===== src/rtl/translator_div_pkg.sv =====
// translator_div_pkg: shared widths and FSM encoding for the translator divider.
package translator_div_pkg;
  localparam int DIVIDEND_WIDTH = 22;
  localparam int DIVISOR_WIDTH  = 10;
  localparam int QUOTIENT_WIDTH = 12;
  localparam int COUNT_WIDTH    = $clog2(QUOTIENT_WIDTH);
  typedef enum logic [1:0] {IDLE, CALC, DONE} state_t;
endpackage


===== src/rtl/translator_udiv_step.sv =====
// translator_udiv_step: one combinational restoring-division step.
module translator_udiv_step
  import translator_div_pkg::*;
(
  input  logic [DIVISOR_WIDTH-1:0] pr,
  input  logic                     bit_in,
  input  logic [DIVISOR_WIDTH-1:0] divisor,
  output logic [DIVISOR_WIDTH-1:0] pr_next,
  output logic                     q_bit
);
  logic [DIVISOR_WIDTH:0] t;
  // The difference is always below the divisor, so the low bits of T suffice for the subtract.
  always_comb begin
    t       = {pr, bit_in};
    q_bit   = t >= {1'b0, divisor};
    pr_next = q_bit ? t[DIVISOR_WIDTH-1:0] - divisor : t[DIVISOR_WIDTH-1:0];
  end
endmodule


===== src/rtl/translator_udiv_seq.sv =====
// translator_udiv_seq: 22/10 unsigned restoring divider, one quotient bit per cycle.
module translator_udiv_seq
  import translator_div_pkg::*;
(
  input  logic                      ap_clk,
  input  logic                      ap_rst_n,
  input  logic                      ap_start,
  output logic                      ap_ready,
  output logic                      ap_idle,
  output logic                      ap_done,
  input  logic [DIVIDEND_WIDTH-1:0] din0,
  input  logic [DIVISOR_WIDTH-1:0]  din1,
  output logic [QUOTIENT_WIDTH-1:0] quot,
  output logic [DIVISOR_WIDTH-1:0]  rem,
  output logic                      div_by_zero,
  output logic                      ovf
);
  state_t                    state, state_next;
  logic [COUNT_WIDTH-1:0]    count;
  logic [DIVISOR_WIDTH-1:0]  pr, pr_next, divisor;
  logic [QUOTIENT_WIDTH-1:0] dvd_lo, q_acc, q_full;
  logic                      dbz, ov, q_bit, last;

  translator_udiv_step u_step (
    .pr      (pr),
    .bit_in  (dvd_lo[COUNT_WIDTH'(QUOTIENT_WIDTH-1) - count]),
    .divisor (divisor),
    .pr_next (pr_next),
    .q_bit   (q_bit)
  );

  always_ff @(posedge ap_clk or negedge ap_rst_n) begin
    if (!ap_rst_n) state <= IDLE;
    else           state <= state_next;
  end

  always_comb begin
    ap_idle    = state == IDLE;
    ap_ready   = ap_idle && ap_start;
    ap_done    = state == DONE;
    last       = count == COUNT_WIDTH'(QUOTIENT_WIDTH-1);
    q_full     = {q_acc[QUOTIENT_WIDTH-2:0], q_bit};
    state_next = ap_ready                 ? CALC :
                 (state == CALC && last)  ? DONE :
                 (state == DONE)          ? IDLE : state;
  end

  // Special cases still iterate so latency stays fixed; their results override at the end.
  always_ff @(posedge ap_clk or negedge ap_rst_n) begin
    if (!ap_rst_n) begin
      count       <= '0;
      pr          <= '0;
      divisor     <= '0;
      dvd_lo      <= '0;
      q_acc       <= '0;
      dbz         <= 1'b0;
      ov          <= 1'b0;
      quot        <= '0;
      rem         <= '0;
      div_by_zero <= 1'b0;
      ovf         <= 1'b0;
    end else if (ap_ready) begin
      count   <= '0;
      pr      <= din0[DIVIDEND_WIDTH-1:QUOTIENT_WIDTH];
      divisor <= din1;
      dvd_lo  <= din0[QUOTIENT_WIDTH-1:0];
      q_acc   <= '0;
      dbz     <= din1 == '0;
      ov      <= din1 != '0 && din0[DIVIDEND_WIDTH-1:QUOTIENT_WIDTH] >= din1;
    end else if (state == CALC) begin
      count <= count + 1'b1;
      pr    <= pr_next;
      q_acc <= q_full;
      if (last) begin
        quot        <= (dbz || ov) ? '1 : q_full;
        rem         <= dbz ? dvd_lo[DIVISOR_WIDTH-1:0] : ov ? '0 : pr_next;
        div_by_zero <= dbz;
        ovf         <= ov;
      end
    end
  end
endmodule


===== config.mk =====
export PLATFORM = sky130hd
export DESIGN_NAME = translator_udiv_seq
export DESIGN_NICKNAME = d
export VERILOG_FILES = /design/src/rtl/translator_div_pkg.sv /design/src/rtl/translator_udiv_step.sv /design/src/rtl/translator_udiv_seq.sv
export SDC_FILE = /design/constraint.sdc
export NUM_CORES = 1
export LEC_CHECK = 0
export BUFFER_PORTS_ARGS = -buffer_cell sky130_fd_sc_hd__buf_2
export CORE_MARGIN = 5
export CORE_UTILIZATION = 40
export DETAILED_ROUTE_END_ITERATION = 8
export PLACE_DENSITY = 0.64
export SETUP_SLACK_MARGIN = 0.5
export SLEW_MARGIN = 25
export SYNTH_ARGS = -nofsm -noshare
export SYNTH_HDL_FRONTEND = slang
export SYNTH_SLANG_ARGS = --single-unit

===== constraint.sdc =====
create_clock -name ap_clk -period 4 [get_ports ap_clk]
set_clock_uncertainty 0.2 [all_clocks]
set_input_delay 0.6 -clock ap_clk [delete_from_list [all_inputs] [get_ports ap_clk]]
set_output_delay 0.6 -clock ap_clk [all_outputs]
set_load 0.01 [all_outputs]

==> results.json, run 1 <==
{
  "synth_cells": 450,
  "grt_setup_unrepaired": "false",
  "synth_flop_cell": "dfrtp_1",
  "antenna_found_initial": 0,
  "synth_commonest_cells": "nand2_1, dfrtp_1, o21ai_0, a21oi_1",
  "power_density_nw_per_um2": 929,
  "irDropWorstVdd_v": 0.000545,
  "cellLeakagePower_uw": 0.00235,
  "io_buffers": 61,
  "tightest_slew_ns": 0.801,
  "cts.reportedPaths.clkPinSlew_ns": 0.09,
  "drv_slew": 0,
  "use_met2_pct": 27.7,
  "yosys_warnings": 0,
  "grt_util_met3_pct": 3.50,
  "synth_edf_count": 0,
  "dr.first_iter.drc_count": 163,
  "drtPass1Iterations": 5,
  "die_height_um": 110,
  "fin_crit_ns": 3.39,
  "grt-busiest-layer": "met2",
  "synthTopCellsByArea": "dfrtp_1, nand2_1, ha_1, o21ai_0, a21oi_1",
  "ys_types": 52,
  "cts_tree": "yes",
  "core_area_sq_um": 9820,
  "yosysSeqAreaShare_pct": 46.5,
  "avgSynthCellArea_sq_um": 8.96,
  "viasPerCell": 5.28,
  "layout.nets": 562,
  "h-tree-depth": 3,
  "p_total_uw": 4350,
  "cp.arrival_ns": 3.41,
  "cts_buffers": 9,
  "die_area_sq_um": 12200,
  "timing.max_slew.rel_slack_pct": 46.6,
  "area_growth_pct": 16.3,
  "num_vias": 3387,
  "critPathLaunchType": "register",
  "start_util_pct": 41.1,
  "drc": 0,
  "grt_pass1_vias": 3473,
  "outcome": "complete, no violations",
  "die_w_um": 110,
  "cts_hold_buffers": 0,
  "grt.total_usage_pct": 17.0,
  "grt_max_degree": 76,
  "gp_congestion": 0.911,
  "cp_data_required_time_ns": 4.02,
  "crit_path_end_kind": "register",
  "worstSetupPathType": "register to register",
  "clk_path_buf_depth": 2,
  "yosys.area.top_type": "dfrtp_1",
  "io_pins": 62,
  "drive_above_1_share_pct": 19.8,
  "clock_tree.root_cell": "clkbuf_8",
  "n_antenna_cell": 0,
  "synth_seq_cells": 75,
  "worstRegToRegCells": 12,
  "dp_hpwl_mm": 7.27,
  "worst_hold_path_type": "input pin to asynchronous set/reset pin",
  "yosysMostFrequentCell": "nand2_1",
  "synth_area_sq_um": 4030,
  "place_inst": 624,
  "maxCapViolCount": 0,
  "setup_viol": 0,
  "async_reset_ff_share_pct": 100,
  "grt_pass1_wl_mm": 17.2,
  "tns_ns": 0,
  "fin_crit_sh_pct": 84.7,
  "syn_nets": 508,
  "gr-total-overflow": 0,
  "rows": 36,
  "synth_top_area_share_pct": 46.5,
  "cp_max_fo": 8,
  "antenna_left": 0,
  "fmax_mhz": 295,
  "fin_util_pct": 47.7,
  "fin_cells": 642,
  "grt_util_met1_pct": 23.0,
  "drt_wl_total_mm": 10.3,
  "hold_violations": 0,
  "clock_sinks": 75,
  "routedWlPerCell_um": 16.0,
  "clkLatencyLatePin_ns": 0.36
}
-- kinds of logic after synthesis --
logic type	count (synthesis)	share of synthesized area [%]
adder cells (fa/ha/maj)	23	7.32
multiplexers	13	4.19
flip-flops	75	46.5
AND/OR/NAND/NOR	184	20.3
XOR/XNOR	5	1.09
buffers and inverters	49	4.87
AO/OA/AOI/OAI	101	15.7
-- stage by stage --
step                worst slack [ns]  cell area [sq um]  hold slack, ns
CTS                            0.526               4650           0.228
global route                   0.463               4690           0.198
finish                         0.613               4690           0.139
global placement               0.495               4450           0.246
floorplan                      0.725               4030           0.104
detailed placement             0.353               4450           0.251
-- registers in the layout, indices dropped and copies added, names as in the netlist --
register,count
count,4
quot,12
rem,10
ovf,1
div_by_zero,1
divisor,10
state,2
ov,1
q_acc,11
dvd_lo,12
dbz,1
pr,10
-- worst max-delay path: stages (launching register included) --
cell and delay [ns]:
dfrtp_2 0.46, buf_4 0.15, mux4_2 0.48, a31oi_1 0.26, ha_2 0.22, inv_1 0.05, fa_1 0.40, a21o_2 0.23
a21oi_4 0.15, nor4bb_1 0.08, a311o_1 0.29, mux2i_1 0.19, o21ai_0 0.11
-- layout make-up --
cell class / instances / area [sq um]
inverter: 23 / 86.3
clock buffer: 9 / 124
multi-input combinational: 326 / 1980
sequential: 75 / 1880
clock inverter: 7 / 67.6
fill: 980 / 5130
timing repair buffer: 69 / 382
tap: 133 / 166
-- final timing paths --
| check | startpoint | to | slack [ns] |
|---|---|---|---|
| worst max-delay path | count[0] | pr[6] | 0.61 |
| min in group ap_clk | din0[9] | dvd_lo[9] | 0.23 |
| worst min-delay path | ap_rst_n | divisor[9] | 0.14 |
| worst min register to register | quot[11] | quot[11] | 0.26 |
| max in group asynchronous | ap_rst_n | count[0] | 2.94 |
| worst max register to register | count[0] | pr[6] | 0.61 |
-- report_power, final --
part | internal, uW | switching (uW)
Sequential | 1130 | 270
Clock | 240 | 331
Combinational | 1000 | 1380
-- per-layer routing --
metal	part of all wire, %	vias up	wire (um)
li1	-	1663	-
met1	47	1616	4790
met2	48	91	4910
met3	4.0	17	414
met4	1.7	0	179
met5	0	-	0
-- cells in the final DEF, fill, tap and decap left out, drive strengths merged, types with 3 or more instances in the layout --
cell type,count
nor2b,3
a21oi,26
o22ai,8
o21ai,40
inv,26
and4,3
a21o,4
xnor2,3
nand2,112
clkinv,3
mux2i,9
a211o,4
dfrtp,75
nand3,17
nand2b,5
ha,22
nand4,6
nor2,17
mux4,3
buf,69
and3,10
clkbuf,9
nor3,4
-- what timing repair did --
action | in CTS | in global routing
setup endpoints to repair | 6 | 18
setup buffers | 0 | 2
pin swaps | 0 | 2
resized for setup | 2 | 3
No activity file was read; power rests on OpenSTA's default activity.
==> run 2, diff against run 1 <==
clock period = 3.5 ns   (was 4 ns; I/O delays follow)
==> run 2 against run 1 <==
Against the previous run:
- the run now ends with negative hold slack left
- sequential share of layout area shrank 1.2 points
- routed wire length shrank 0.22%
- flip-flop and latch count is the same
- die area is the same
- cell area grew 3.1%
- count of clock-buffer cells in the layout is the same
- cell count grew 1.4%
- critical path type unchanged
- largest cell class unchanged
- highest routed layer unchanged
==> results.json, run 2 (same netlist as run 1, synthesis figures left out) <==
{
  "outcome": "complete, but fails checks",
  "violations": "negative hold slack",
  "worstSetupPathType": "register to register",
  "fmax_mhz": 313,
  "fin_util_pct": 49.2,
  "drive_above_1_share_pct": 23.6,
  "fin_crit_sh_pct": 91.2,
  "cp_data_required_time_ns": 3.53,
  "grt_util_met1_pct": 23.5,
  "cts_buffers": 9,
  "die_area_sq_um": 12200,
  "hold_violations": 30,
  "io_pins": 62,
  "dp_slack_ns": 0.0907,
  "final_cell_mix": "nand2_1, dfrtp_1, buf_2, o21ai_0, a21oi_1",
  "drc": 0,
  "clock_sinks": 75,
  "n_fill_cell": 949,
  "grt_pass1_vias": 3361,
  "num_vias": 3456,
  "cp.arrival_ns": 3.23,
  "multi_input_comb_area_sq_um": 2060,
  "irDropWorstVdd_v": 0.000583,
  "h-tree-depth": 3,
  "grt_setup_unrepaired": "true",
  "slowest_delay_ns": 0.53,
  "use_met2_pct": 27.5,
  "drtPass1Iterations": 4,
  "die_height_um": 110,
  "fin_crit_ns": 3.19,
  "rows": 36,
  "routedWlPerCell_um": 15.8,
  "fin_cells": 651,
  "worst_hold_path_type": "input pin to asynchronous set/reset pin",
  "grt_pass1_wl_mm": 17.2,
  "setup_viol": 0,
  "final.setup.worst_slack_ns": 0.309,
  "dp_hpwl_mm": 7.21,
  "layout.nets": 571,
  "antenna_found_initial": 0,
  "die_w_um": 110,
  "area_growth_pct": 19.8,
  "io_buffers": 61,
  "dr.first_iter.drc_count": 220,
  "tns_ns": 0,
  "stdcell_area_sq_um": 4830,
  "cellLeakagePower_uw": 0.00241,
  "worst_hold_slack_ns": -0.0254,
  "n_antenna_cell": 0,
  "critPathLaunchType": "register",
  "gr-total-overflow": 0,
  "gp_congestion": 0.883,
  "grt_max_degree": 76,
  "grt_util_met3_pct": 3.34,
  "drv_slew": 0,
  "place_inst": 624,
  "start_util_pct": 41.1,
  "tightest_slew_ns": 0.833,
  "cts_tree": "yes",
  "final_common_cell": "nand2_1",
  "maxCapViolCount": 0,
  "viasPerCell": 5.31,
  "grt-busiest-layer": "met2",
  "register_area_sq_um": 1880,
  "clk_path_buf_depth": 2,
  "core_area_sq_um": 9820,
  "power_density_nw_per_um2": 1120,
  "drt_wl_total_mm": 10.3,
  "cts.reportedPaths.clkPinSlew_ns": 0.09,
  "clkLatencyLatePin_ns": 0.36,
  "timing.max_slew.rel_slack_pct": 44.4,
  "reg.largest.list": "dvd_lo x12, quot x12, q_acc x11",
  "crit_path_end_kind": "register",
  "clock_tree.root_cell": "clkbuf_8",
  "critPathSlowestCell": "mux4_2",
  "grt.total_usage_pct": 17.2,
  "cp_max_fo": 5,
  "place_area_sq_um": 4460,
  "path_cells": "mux4_2 -> nand2_2 -> a21oi_2 -> a31oi_2 -> ha_2 -> inv_2 -> fa_2 -> a21o_2 -> a21oi_4 -> nor4bb_1 -> a311o_1 -> mux2i_1 -> o22ai_1",
  "antenna_left": 0
}
[run 2: cell types whose count changed in the layout (fill, tap and decap cells not counted), moves of 2 or more]
cell     delta
inv_8       +2
inv_1       -2
o21ai_1     +3
inv_6       -2
inv_2       +2
buf_4       +7
o21ai_0     -3
buf_6       +4
[run 2: what timing repair did]
| item | 4_1_cts | 5_1_grt |
|---|---|---|
| buffers inserted | 7 | 4 |
| hold buffers | 0 | 0 |
| pin swaps | 6 | 7 |
| resized for setup | 10 | 14 |
| setup endpoints to repair | 22 | 22 |
[run 2: final timing paths]
| kind | from | to | slack, ns | cells after the start |
|---|---|---|---|---|
| setup / recovery | count[0] | rem[6] | 0.31 | 13 |
| hold / removal | ap_rst_n | divisor[8] | -0.03 | 1 |
| setup reg to reg | count[0] | rem[6] | 0.31 | 13 |
| hold reg to reg | quot[11] | quot[11] | 0.27 | 2 |
| max in group asynchronous | ap_rst_n | count[0] | 2.63 | 1 |
| min in group ap_clk | din0[1] | dvd_lo[1] | 0.15 | 3 |
[run 2: layer usage]
layer,up-vias,routed length [um],part of all wire (%)
met3,18,513,5.0
met2,106,4830,47
met1,1646,4700,46
met4,0,223,2.2
li1,1686,-,-
met5,-,0,0
[run 2: metrics by stage]
| step | power, uW | hold WS, ns |
|---|---|---|
| global route | 5830 | 0.0347 |
| global placement | 4190 | 0.245 |
| finish | 5390 | -0.0254 |
| CTS | 5140 | 0.144 |
| floorplan | 3560 | 0.0294 |
| detailed placement | 4260 | 0.254 |
[run 2: final cells by class]
class / count / area share (%)
Tap cell: 133 / 3.44
Clock buffer: 9 / 2.56
Inverter: 23 / 1.79
Timing Repair Buffer: 78 / 9.40
Multi-Input combinational cell: 326 / 42.6
Sequential cell: 75 / 38.9
Clock inverter: 7 / 1.35
[run 2: power by group]
part | switching (uW) | internal (uW)
Sequential | 302 | 1290
Combinational | 1740 | 1420
Clock | 369 | 275
Total | 2410 | 2990
[run 2: worst max-delay path: cells and delay by family, from the launching register on]
family,cells,cell delay (ns)
muxes,2,0.71
AOI/OAI and AO/OA,6,1.00
DFF,1,0.43
and+or+nand+nor,2,0.16
adders and majority gates,2,0.55
buffers and inverters,1,0.04
==> run 3, diff against run 2 <==
ABC_AREA = 1   (was default)
PLACE_DENSITY = 0.63   (was 0.64)
==> run 3 against run 2 <==
Against the previous run:
- the run still ends with negative hold slack left
- via count increased by 4.7%
- sequential power about the same
- register-to-register slack improved by 0.39 ns
- flip-flop and latch count unchanged
- critical endpoint is now rem[7]
- routed wire length increased by 2.6%
- synthesized cell count is 15% higher
- worst setup slack better by 0.39 ns
- clock power grew 4.5%
- sequential share of layout area grew 0.22 points
- die area up 2.6%
- combinational power shrank 10%
- critical path type unchanged
- cell area decreased by 0.49%
==> results.json, run 3 <==
{
  "outcome": "complete, but fails checks",
  "violations": "negative hold slack",
  "die_area_sq_um": 12500,
  "tightest_slew_ns": 0.700,
  "final_common_cell": "nand2_1",
  "dr.first_iter.drc_count": 258,
  "syn_nets": 574,
  "antenna_left": 0,
  "avgSynthCellArea_sq_um": 8.04,
  "yosys.area.top_type": "dfrtp_1",
  "drc": 0,
  "tns_ns": 0,
  "area_growth_pct": 15.9,
  "n_antenna_cell": 0,
  "viasPerCell": 5.02,
  "antenna_found_initial": 0,
  "start_util_pct": 40.6,
  "cts.reportedPaths.clkPinSlew_ns": 0.08,
  "setup_viol": 0,
  "async_reset_ff_share_pct": 100,
  "r2r_start": "count[2]",
  "grt.total_usage_pct": 17.3,
  "dp_slack_ns": 0.556,
  "critPathLaunchType": "register",
  "timing.max_slew.rel_slack_pct": 53.4,
  "grt_pass1_vias": 3552,
  "crit_start": "count[2]",
  "hold_violations": 11,
  "power_density_nw_per_um2": 1060,
  "fmax_mhz": 356,
  "worstSetupPathType": "register to register",
  "drt_wl_total_mm": 10.5,
  "synth_commonest_cells": "nand2_1, dfrtp_1, inv_1, o21ai_0, nor2_1",
  "fin_crit_ns": 2.81,
  "cts_buffers": 9,
  "rows": 37,
  "fin_crit_sh_pct": 80.1,
  "num_vias": 3617,
  "cp_data_required_time_ns": 3.58,
  "core_area_sq_um": 10200,
  "reg.largest.list": "dvd_lo x12, quot x12, q_acc x11",
  "cp.arrival_ns": 2.89,
  "cellLeakagePower_uw": 0.00249,
  "synthTopCellsByArea": "dfrtp_1, nand2_1, inv_1, ha_1, o21ai_0",
  "io_pins": 62,
  "final_cell_mix": "nand2_1, inv_1, dfrtp_1, buf_2, o21ai_0",
  "synth_seq_cells": 75,
  "clkLatencyLatePin_ns": 0.35,
  "io_buffers": 61,
  "synth_area_sq_um": 4150,
  "fin_cells": 720,
  "gp_congestion": 0.940,
  "clock_tree.root_cell": "clkbuf_8",
  "yosys_warnings": 0,
  "die_height_um": 112,
  "synth_edf_count": 0,
  "grt_pass1_wl_mm": 17.6,
  "irDropWorstVdd_v": 0.000362,
  "fin_util_pct": 47.0,
  "synth_cells": 516,
  "worst_hold_path_type": "input pin to asynchronous set/reset pin",
  "synth_flop_cell": "dfrtp_1",
  "ys_types": 37,
  "dp_hpwl_mm": 7.71,
  "yosysMostFrequentCell": "nand2_1",
  "drtPass1Iterations": 4,
  "layout.nets": 638,
  "clk_path_buf_depth": 2,
  "drive_above_1_share_pct": 19.0,
  "place_inst": 701,
  "yosysSeqAreaShare_pct": 45.2,
  "h-tree-depth": 3,
  "drv_slew": 0,
  "crit_path_end_kind": "register",
  "gr-total-overflow": 0,
  "clock_sinks": 75,
  "synth_top_area_share_pct": 45.2,
  "cts_hold_buffers": 0,
  "cp_max_fo": 15,
  "cts_tree": "yes",
  "grt_setup_unrepaired": "false",
  "grt_max_degree": 76,
  "maxCapViolCount": 0,
  "worst_hold_slack_ns": -0.0134,
  "routedWlPerCell_um": 14.6,
  "die_w_um": 112,
  "final.setup.worst_slack_ns": 0.695,
  "n_fill_cell": 1036
}
==> run 3: changes by cell type after synthesis, sizes merged, moves of 5 or more <==
cell | before | now
o21bai | 0 | 6
mux2i | 9 | 0
and3 | 10 | 0
clkbuf | 20 | 6
a22o | 0 | 5
nand3b | 1 | 6
o22ai | 8 | 14
nor2 | 17 | 36
inv | 22 | 81
nand2b | 5 | 0
nand2 | 112 | 144
==> run 3: through the flow <==
step / power, uW / area (sq um)
6_report: 5100 / 4810
5_1_grt: 5610 / 4810
4_1_cts: 5030 / 4760
3_5_place_dp: 4340 / 4570
3_3_place_gp: 4280 / 4570
2_1_floorplan: 3620 / 4150
==> run 3: path summary, 6_finish.rpt <==
check,end,slack [ns],depth (start not counted)
max,rem[7],0.69,16
min,q_acc[6],-0.01,1
max reg2reg,rem[7],0.69,16
min reg2reg,divisor[9],0.28,2
max in group asynchronous,count[0],2.59,1
min in group ap_clk,dvd_lo[6],0.17,3
==> run 3: layout make-up <==
type / count / area (sq um) / area share [%]
flip-flops and latches: 75 / 1880 / 39.1
clock inverters: 5 / 53.8 / 1.12
clock buffers: 10 / 138 / 2.86
multi-input cells: 345 / 1890 / 39.2
well taps: 136 / 170 / 3.54
repair buffers: 68 / 377 / 7.83
inverters: 81 / 304 / 6.32
==> run 3: logic make-up (layout without fill, tap and decap cells) <==
group	count (synthesis)	in the layout	synth area share [%]
xor gates and xnor gates	5	5	1.06
buffers and inverters	96	164	9.35
and+or+nand+nor	216	216	22.9
AOI/OAI and AO/OA	101	101	14.3
DFF	75	75	45.2
adders and majority gates	23	23	7.12
==> run 3: critical path, stage by stage, from the launching register on <==
cell and delay (ns):
dfrtp_2 0.37, inv_1 0.04, ha_1 0.31, inv_1 0.06, o211ai_1 0.08, o21ai_0 0.15
nand3_1 0.14, ha_1 0.21, inv_1 0.11, nand3_1 0.09, nand3_1 0.20, nand3_2 0.14
nand3_4 0.13, buf_12 0.15, nor2_2 0.04, nand3b_1 0.21, nand2_1 0.10
==> run 3: per-layer routing <==
metal  track usage, %  share of wire [%]  vias to the layer above
met2             27.7                 47                       97
met1             24.1                 46                     1717
met4             4.54                1.4                        0
li1                 -                  -                     1791
met5                0                  0                        -
met3             3.48                5.8                       12
==> run 3: power by group <==
| part | leakage (uW) | internal (uW) | switching (uW) |
|---|---|---|---|
| sequential | 0.000892 | 1280 | 307 |
| clock | 0.000102 | 343 | 330 |
| combinational | 0.00149 | 1090 | 1750 |
| total | 0.00249 | 2710 | 2390 |
==> run 3: what timing repair did <==
action                     CTS  global route
setup endpoints to repair    0            21
gates resized for setup      0             3
buffers inserted             0             4
